--- src/rtl/gpu_definitions_pkg.sv ---
// Framebuffer geometry defaults and the address-generator state encoding.
// Shared by gpu_rect_addrgen and gpu_row_base; optional clip feature: GPU_ADDRGEN_CLIP_EN.
package gpu_definitions;

   localparam int FB_WIDTH    = 320;
   localparam int FB_HEIGHT   = 240;
   localparam int WIDTH_BITS  = $clog2(FB_WIDTH);
   localparam int HEIGHT_BITS = $clog2(FB_HEIGHT);
   localparam int SUM_BITS    = $clog2(FB_WIDTH * FB_HEIGHT);

   typedef enum logic [1:0] {
      IDLE  = 2'd0,
      SETUP = 2'd1,
      RUN   = 2'd2,
      DONE  = 2'd3
   } addrgen_state_t;

endpackage

--- src/rtl/gpu_row_base.sv ---
// Row base register (ymin*FB_WIDTH, then +FB_WIDTH per row) and the y counter.
// Latency: load/advance take effect on the next clock; no backpressure of its own.
// Backpressure: advance is only pulsed by the parent on an accepted end-of-row beat.
module gpu_row_base #(
   parameter int FB_WIDTH    = 320,
   parameter int HEIGHT_BITS = 8,
   parameter int SUM_BITS    = 17
) (
   input  logic                   clk,
   input  logic                   rst,
   input  logic                   load,
   input  logic                   advance,
   input  logic [HEIGHT_BITS-1:0] ymin,
   output logic [SUM_BITS-1:0]    base,
   output logic [HEIGHT_BITS-1:0] y
);

   localparam logic [SUM_BITS-1:0] ROW_STEP = SUM_BITS'(FB_WIDTH);

   always_ff @(posedge clk or posedge rst) begin
      if (rst) begin
         base <= '0;
         y    <= '0;
      end else if (load) begin
         // constant multiply, evaluated once per rectangle
         base <= SUM_BITS'(ymin) * ROW_STEP;
         y    <= ymin;
      end else if (advance) begin
         base <= base + ROW_STEP;
         y    <= y + 1'b1;
      end
   end

endmodule

--- src/rtl/gpu_rect_addrgen.sv ---
// Row-major rectangle walker emitting addr = y*FB_WIDTH + x, one beat per accepted handshake.
// Latency: start at N -> first out_valid at N+2; done pulses one cycle after the last handshake.
// Backpressure: out_valid/addr/x/y hold while out_ready is low; GPU_ADDRGEN_CLIP_EN enables clipping.
module gpu_rect_addrgen #(
   parameter int FB_WIDTH    = gpu_definitions::FB_WIDTH,
   parameter int FB_HEIGHT   = gpu_definitions::FB_HEIGHT,
   parameter int WIDTH_BITS  = $clog2(FB_WIDTH),
   parameter int HEIGHT_BITS = $clog2(FB_HEIGHT),
   parameter int SUM_BITS    = $clog2(FB_WIDTH * FB_HEIGHT)
) (
   input  logic                   clk,
   input  logic                   rst,
   input  logic                   start,
   input  logic [WIDTH_BITS-1:0]  x0,
   input  logic [WIDTH_BITS-1:0]  x1,
   input  logic [HEIGHT_BITS-1:0] y0,
   input  logic [HEIGHT_BITS-1:0] y1,
   output logic                   out_valid,
   input  logic                   out_ready,
   output logic [SUM_BITS-1:0]    addr,
   output logic [WIDTH_BITS-1:0]  x,
   output logic [HEIGHT_BITS-1:0] y,
   output logic                   busy,
   output logic                   done
);

   import gpu_definitions::*;

   addrgen_state_t state_q, state_d;

   logic [WIDTH_BITS-1:0]  xmin_q, xmax_q, x_q;
   logic [HEIGHT_BITS-1:0] ymin_q, ymax_q, y_cur;
   logic [SUM_BITS-1:0]    base;
   logic                   latch, load_row, adv_row, x_load, x_inc;
   logic                   clip_empty;

`ifdef GPU_ADDRGEN_CLIP_EN
   assign clip_empty = (int'(xmin_q) >= FB_WIDTH) || (int'(ymin_q) >= FB_HEIGHT);
`else
   assign clip_empty = 1'b0;
`endif

   always_ff @(posedge clk or posedge rst) begin
      if (rst) state_q <= IDLE;
      else     state_q <= state_d;
   end

   always_comb begin
      state_d  = state_q;
      latch    = 1'b0;
      load_row = 1'b0;
      adv_row  = 1'b0;
      x_load   = 1'b0;
      x_inc    = 1'b0;
      case (state_q)
         IDLE: begin
            if (start) begin
               latch   = 1'b1;
               state_d = SETUP;
            end
         end
         SETUP: begin
            load_row = 1'b1;
            x_load   = 1'b1;
            state_d  = clip_empty ? DONE : RUN;
         end
         RUN: begin
            if (out_ready) begin
               if (x_q < xmax_q) begin
                  x_inc = 1'b1;
               end else if (y_cur < ymax_q) begin
                  // row change folds into the same handshake: no bubble
                  x_load  = 1'b1;
                  adv_row = 1'b1;
               end else begin
                  state_d = DONE;
               end
            end
         end
         DONE:    state_d = IDLE;
         default: state_d = IDLE;
      endcase
   end

   always_ff @(posedge clk or posedge rst) begin
      if (rst) begin
         xmin_q <= '0;
         xmax_q <= '0;
         ymin_q <= '0;
         ymax_q <= '0;
         x_q    <= '0;
      end else begin
         if (latch) begin
            xmin_q <= (x0 < x1) ? x0 : x1;
            xmax_q <= (x0 < x1) ? x1 : x0;
            ymin_q <= (y0 < y1) ? y0 : y1;
            ymax_q <= (y0 < y1) ? y1 : y0;
         end
`ifdef GPU_ADDRGEN_CLIP_EN
         if (state_q == SETUP) begin
            if (int'(xmax_q) > FB_WIDTH - 1)  xmax_q <= WIDTH_BITS'(FB_WIDTH - 1);
            if (int'(ymax_q) > FB_HEIGHT - 1) ymax_q <= HEIGHT_BITS'(FB_HEIGHT - 1);
         end
`endif
         if (x_load)     x_q <= xmin_q;
         else if (x_inc) x_q <= x_q + 1'b1;
      end
   end

   gpu_row_base #(
      .FB_WIDTH    (FB_WIDTH),
      .HEIGHT_BITS (HEIGHT_BITS),
      .SUM_BITS    (SUM_BITS)
   ) u_row_base (
      .clk     (clk),
      .rst     (rst),
      .load    (load_row),
      .advance (adv_row),
      .ymin    (ymin_q),
      .base    (base),
      .y       (y_cur)
   );

   assign addr      = base + SUM_BITS'(x_q);
   assign x         = x_q;
   assign y         = y_cur;
   assign out_valid = (state_q == RUN);
   assign busy      = (state_q != IDLE);
   assign done      = (state_q == DONE);

endmodule
--- config.mk ---
export PLATFORM = sky130hd
export DESIGN_NAME = gpu_rect_addrgen
export DESIGN_NICKNAME = d
export VERILOG_FILES = /design/src/rtl/gpu_definitions_pkg.sv /design/src/rtl/gpu_row_base.sv /design/src/rtl/gpu_rect_addrgen.sv
export SDC_FILE = /design/constraint.sdc
export NUM_CORES = 1
export LEC_CHECK = 0
export ABC_AREA = 1
export CORE_AREA = 5 5 100 102
export CTS_CLUSTER_DIAMETER = 200
export DETAILED_ROUTE_END_ITERATION = 8
export DIE_AREA = 0 0 105 107
export PLACE_DENSITY = 0.87
export SLEW_MARGIN = 40
export SYNTH_ARGS = -nofsm -noshare
export SYNTH_HDL_FRONTEND = slang
export SYNTH_HIERARCHICAL = 1
export SYNTH_SLANG_ARGS = --single-unit
export TNS_END_PERCENT = 5
--- constraint.sdc ---
create_clock -name clk -period 3.71 [get_ports clk]
set_input_delay 0.5565 -clock clk [delete_from_list [all_inputs] [get_ports clk]]
set_output_delay 0.5565 -clock clk [all_outputs]
set_load 0.02 [all_outputs]
==> impl_metrics.json <==
{
  "slew-limit-headroom": 0.511,
  "powerDensity_nw_per_um2": 373,
  "finClkSkew_ps": 15.3,
  "ys_seq_elements": 64,
  "grt_pass1_vias": 5024,
  "routedWlPerCell_um": 13.6,
  "cp-end-kind": "output port",
  "hold_violations": 0,
  "start_util": 0.595,
  "cp_top_family": "buffers and inverters",
  "fin_crit_sh": 0.868,
  "status": "complete, no violations",
  "cts_hold_buf": 0,
  "critPathRequiredTime_ps": 3150,
  "synth_edf_count": 0,
  "crit_top_cell": "nand2_1",
  "cts_sinks": 64,
  "syn_inst": 750,
  "netlist_area_um2": 5360,
  "layout-drive-gt1-share": 0.0559,
  "die_w_um": 105,
  "worstMarginPinSlew_ps": 731,
  "hold_path.class": "flop to flop",
  "final_cell_mix": "nand2_1 (217), inv_1 (87), clkdlybuf4s50_1 (74)",
  "antenna_cells": 0,
  "grt_remaining_overflow": 0,
  "port_buffers": 74,
  "dieHeight_um": 107,
  "coreArea_um2": 9020,
  "antenna_found_initial": 0,
  "viasPerCell": 5.51,
  "setup_violations": 0,
  "finalNonFillerCells": 934,
  "ys.flop_type": "dfrtp_1",
  "drtIter0Drc": 274,
  "tns_ps": 0,
  "die_area_um2": 11200,
  "pin_count": 75,
  "area_growth_pct": 19.0,
  "clock.fmax_mhz": 311,
  "gp_congestion": 0.868,
  "drv_slew": 0,
  "routed_wl_um": 12700,
  "cts_root_buf": "clkbuf_8",
  "track_usage": 0.230,
  "ys_types": 43,
  "place_hpwl_um": 9730,
  "tritoncts": "done",
  "max_cap_violations": 0,
  "grt_start_max_net_pins": 46,
  "yosysSeqAreaShare": 0.299,
  "nNetsFinal": 917,
  "path_buf_inv": 1,
  "clock_path_buffers": 2,
  "place_inst": 918,
  "antenna_left": 0,
  "crit_chain": "ha_1 -> a21oi_1 -> nand2_1 -> nand2_1 -> o211ai_1 -> nand2_1 -> xnor2_1 -> clkdlybuf4s50_1",
  "grt_pass1_wl_um": 22000,
  "insertion_delay_ps": 360,
  "syn_area_per_cell_um2": 7.15,
  "vdd_drop_max_v": 0.000220,
  "yosysWarnings": 6,
  "async_reset_ff_frac": 1.00,
  "critPathLaunchType": "flop",
  "worst_path_max_delay_cell": "clkdlybuf4s50_1",
  "clk_pin_slew_ps": 70,
  "drtPass1Iterations": 5,
  "period_needed_ps": 3220,
  "crit_arrival_ps": 2660,
  "crit_path_max_fanout": 6,
  "final_common_cell": "nand2_1",
  "rsz0062_at_grt": "no",
  "rows": 35,
  "drc": 0,
  "cts_buffers": 9,
  "postCtsSetupBuffers": 0,
  "vias": 5144,
  "critPathKind": "flop to output port",
  "cts-resized-gates": 0,
  "p_leak_nw": 3.28,
  "h-tree-depth": 3,
  "critPathMaxStageDelay_ps": 620
}
-- final cells by class --
class,instances,area [um^2]
Clock inverter,6,115
Timing Repair Buffer,77,763
Inverter,93,349
Sequential cell,64,1600
Tap cell,111,139
Clock buffer,10,138
Fill cell,737,2640
Multi-Input combinational cell,573,3280
-- power by group --
| group | total (W) | internal (W) | leakage (nW) | switching, W |
|---|---|---|---|---|
| Combinational | 0.000840 | 0.000382 | 2.41 | 0.000458 |
| Sequential | 0.000774 | 0.000720 | 0.745 | 0.0000535 |
| Clock | 0.000768 | 0.000468 | 0.123 | 0.000300 |
-- registers in the layout (all words and copies together), names as in the netlist --
| register | count |
|---|---|
| state_q | 2 |
| u_row_base/base | 11 |
| u_row_base/y | 8 |
| x | 9 |
| xmax_q | 9 |
| xmin_q | 9 |
| ymax_q | 8 |
| ymin_q | 8 |
-- metal layers --
layer | track usage | share of wire | wire length (um)
met1 | 0.297 | 0.43 | 5490
met3 | 0.0391 | 0.067 | 852
met2 | 0.394 | 0.49 | 6190
met4 | 0.0731 | 0.016 | 209
met5 | 0 | 0 | 0
-- tightest hold or removal path: cells and delay by family (launching register included) --
family / cells / cell delay (ps)
flip-flops: 1 / 350
AO/OA/AOI/OAI: 1 / 60
AND/OR/NAND/NOR: 1 / 50
-- Yosys cell counts, types with 4 or more instances --
library cell,instances,share of area
nand4_1,4,0.0047
nand2_1,217,0.15
ha_1,59,0.14
nor3_1,4,0.0037
buf_2,7,0.0065
o211ai_1,7,0.0098
inv_2,4,0.0028
dfrtp_1,64,0.30
buf_4,8,0.011
clkbuf_1,5,0.0035
inv_1,89,0.062
a21oi_1,37,0.035
nor2_1,52,0.036
nor2_4,5,0.010
o21ai_0,54,0.050
nand3_1,62,0.058
xor2_1,21,0.034
xnor2_1,10,0.016
-- path summary, 6_finish.rpt --
kind	startpoint	endpoint	slack, ps	depth (start not counted)
setup / recovery	x[7]$_DFFE_PP0P_	addr[16]	490	8
min in group asynchronous	rst	u_row_base/base[15]$_DFFE_PP0N_	560	2
hold reg to reg	ymax_q[6]$_DFFE_PP0P_	ymax_q[6]$_DFFE_PP0P_	490	2
hold / removal	ymax_q[6]$_DFFE_PP0P_	ymax_q[6]$_DFFE_PP0P_	490	2
max in group asynchronous	rst	ymin_q[5]$_DFFE_PP0P_	2590	3
setup reg to reg	state_q[0]$_DFFE_PP0P_	u_row_base/base[8]$_DFFE_PP0N_	1360	12
-- through the flow --
stage                      util  worst slack [ps]  cell area (um^2)  power, W  hold slack (ps)
after global placement    0.679               903              6130   0.00159              471
after detailed placement  0.679               772              6130   0.00162              473
after CTS                 0.707               482              6380   0.00238              494
after floorplan               -              1430              5380   0.00129              448
after global routing      0.707               233              6380   0.00250              511
final                     0.707               492              6380   0.00238              489
-- cell families after synthesis --
kind of cell | count (synthesis) | synth area share
AO/OA/AOI/OAI | 116 | 0.122
AND/OR/NAND/NOR | 359 | 0.289
adder cells (fa/ha/maj) | 61 | 0.145
buffers and inverters | 118 | 0.0940
flip-flops | 64 | 0.299
XOR/XNOR | 31 | 0.0506
other | 1 | 0.000699
(Power assumes the default switching activity.)
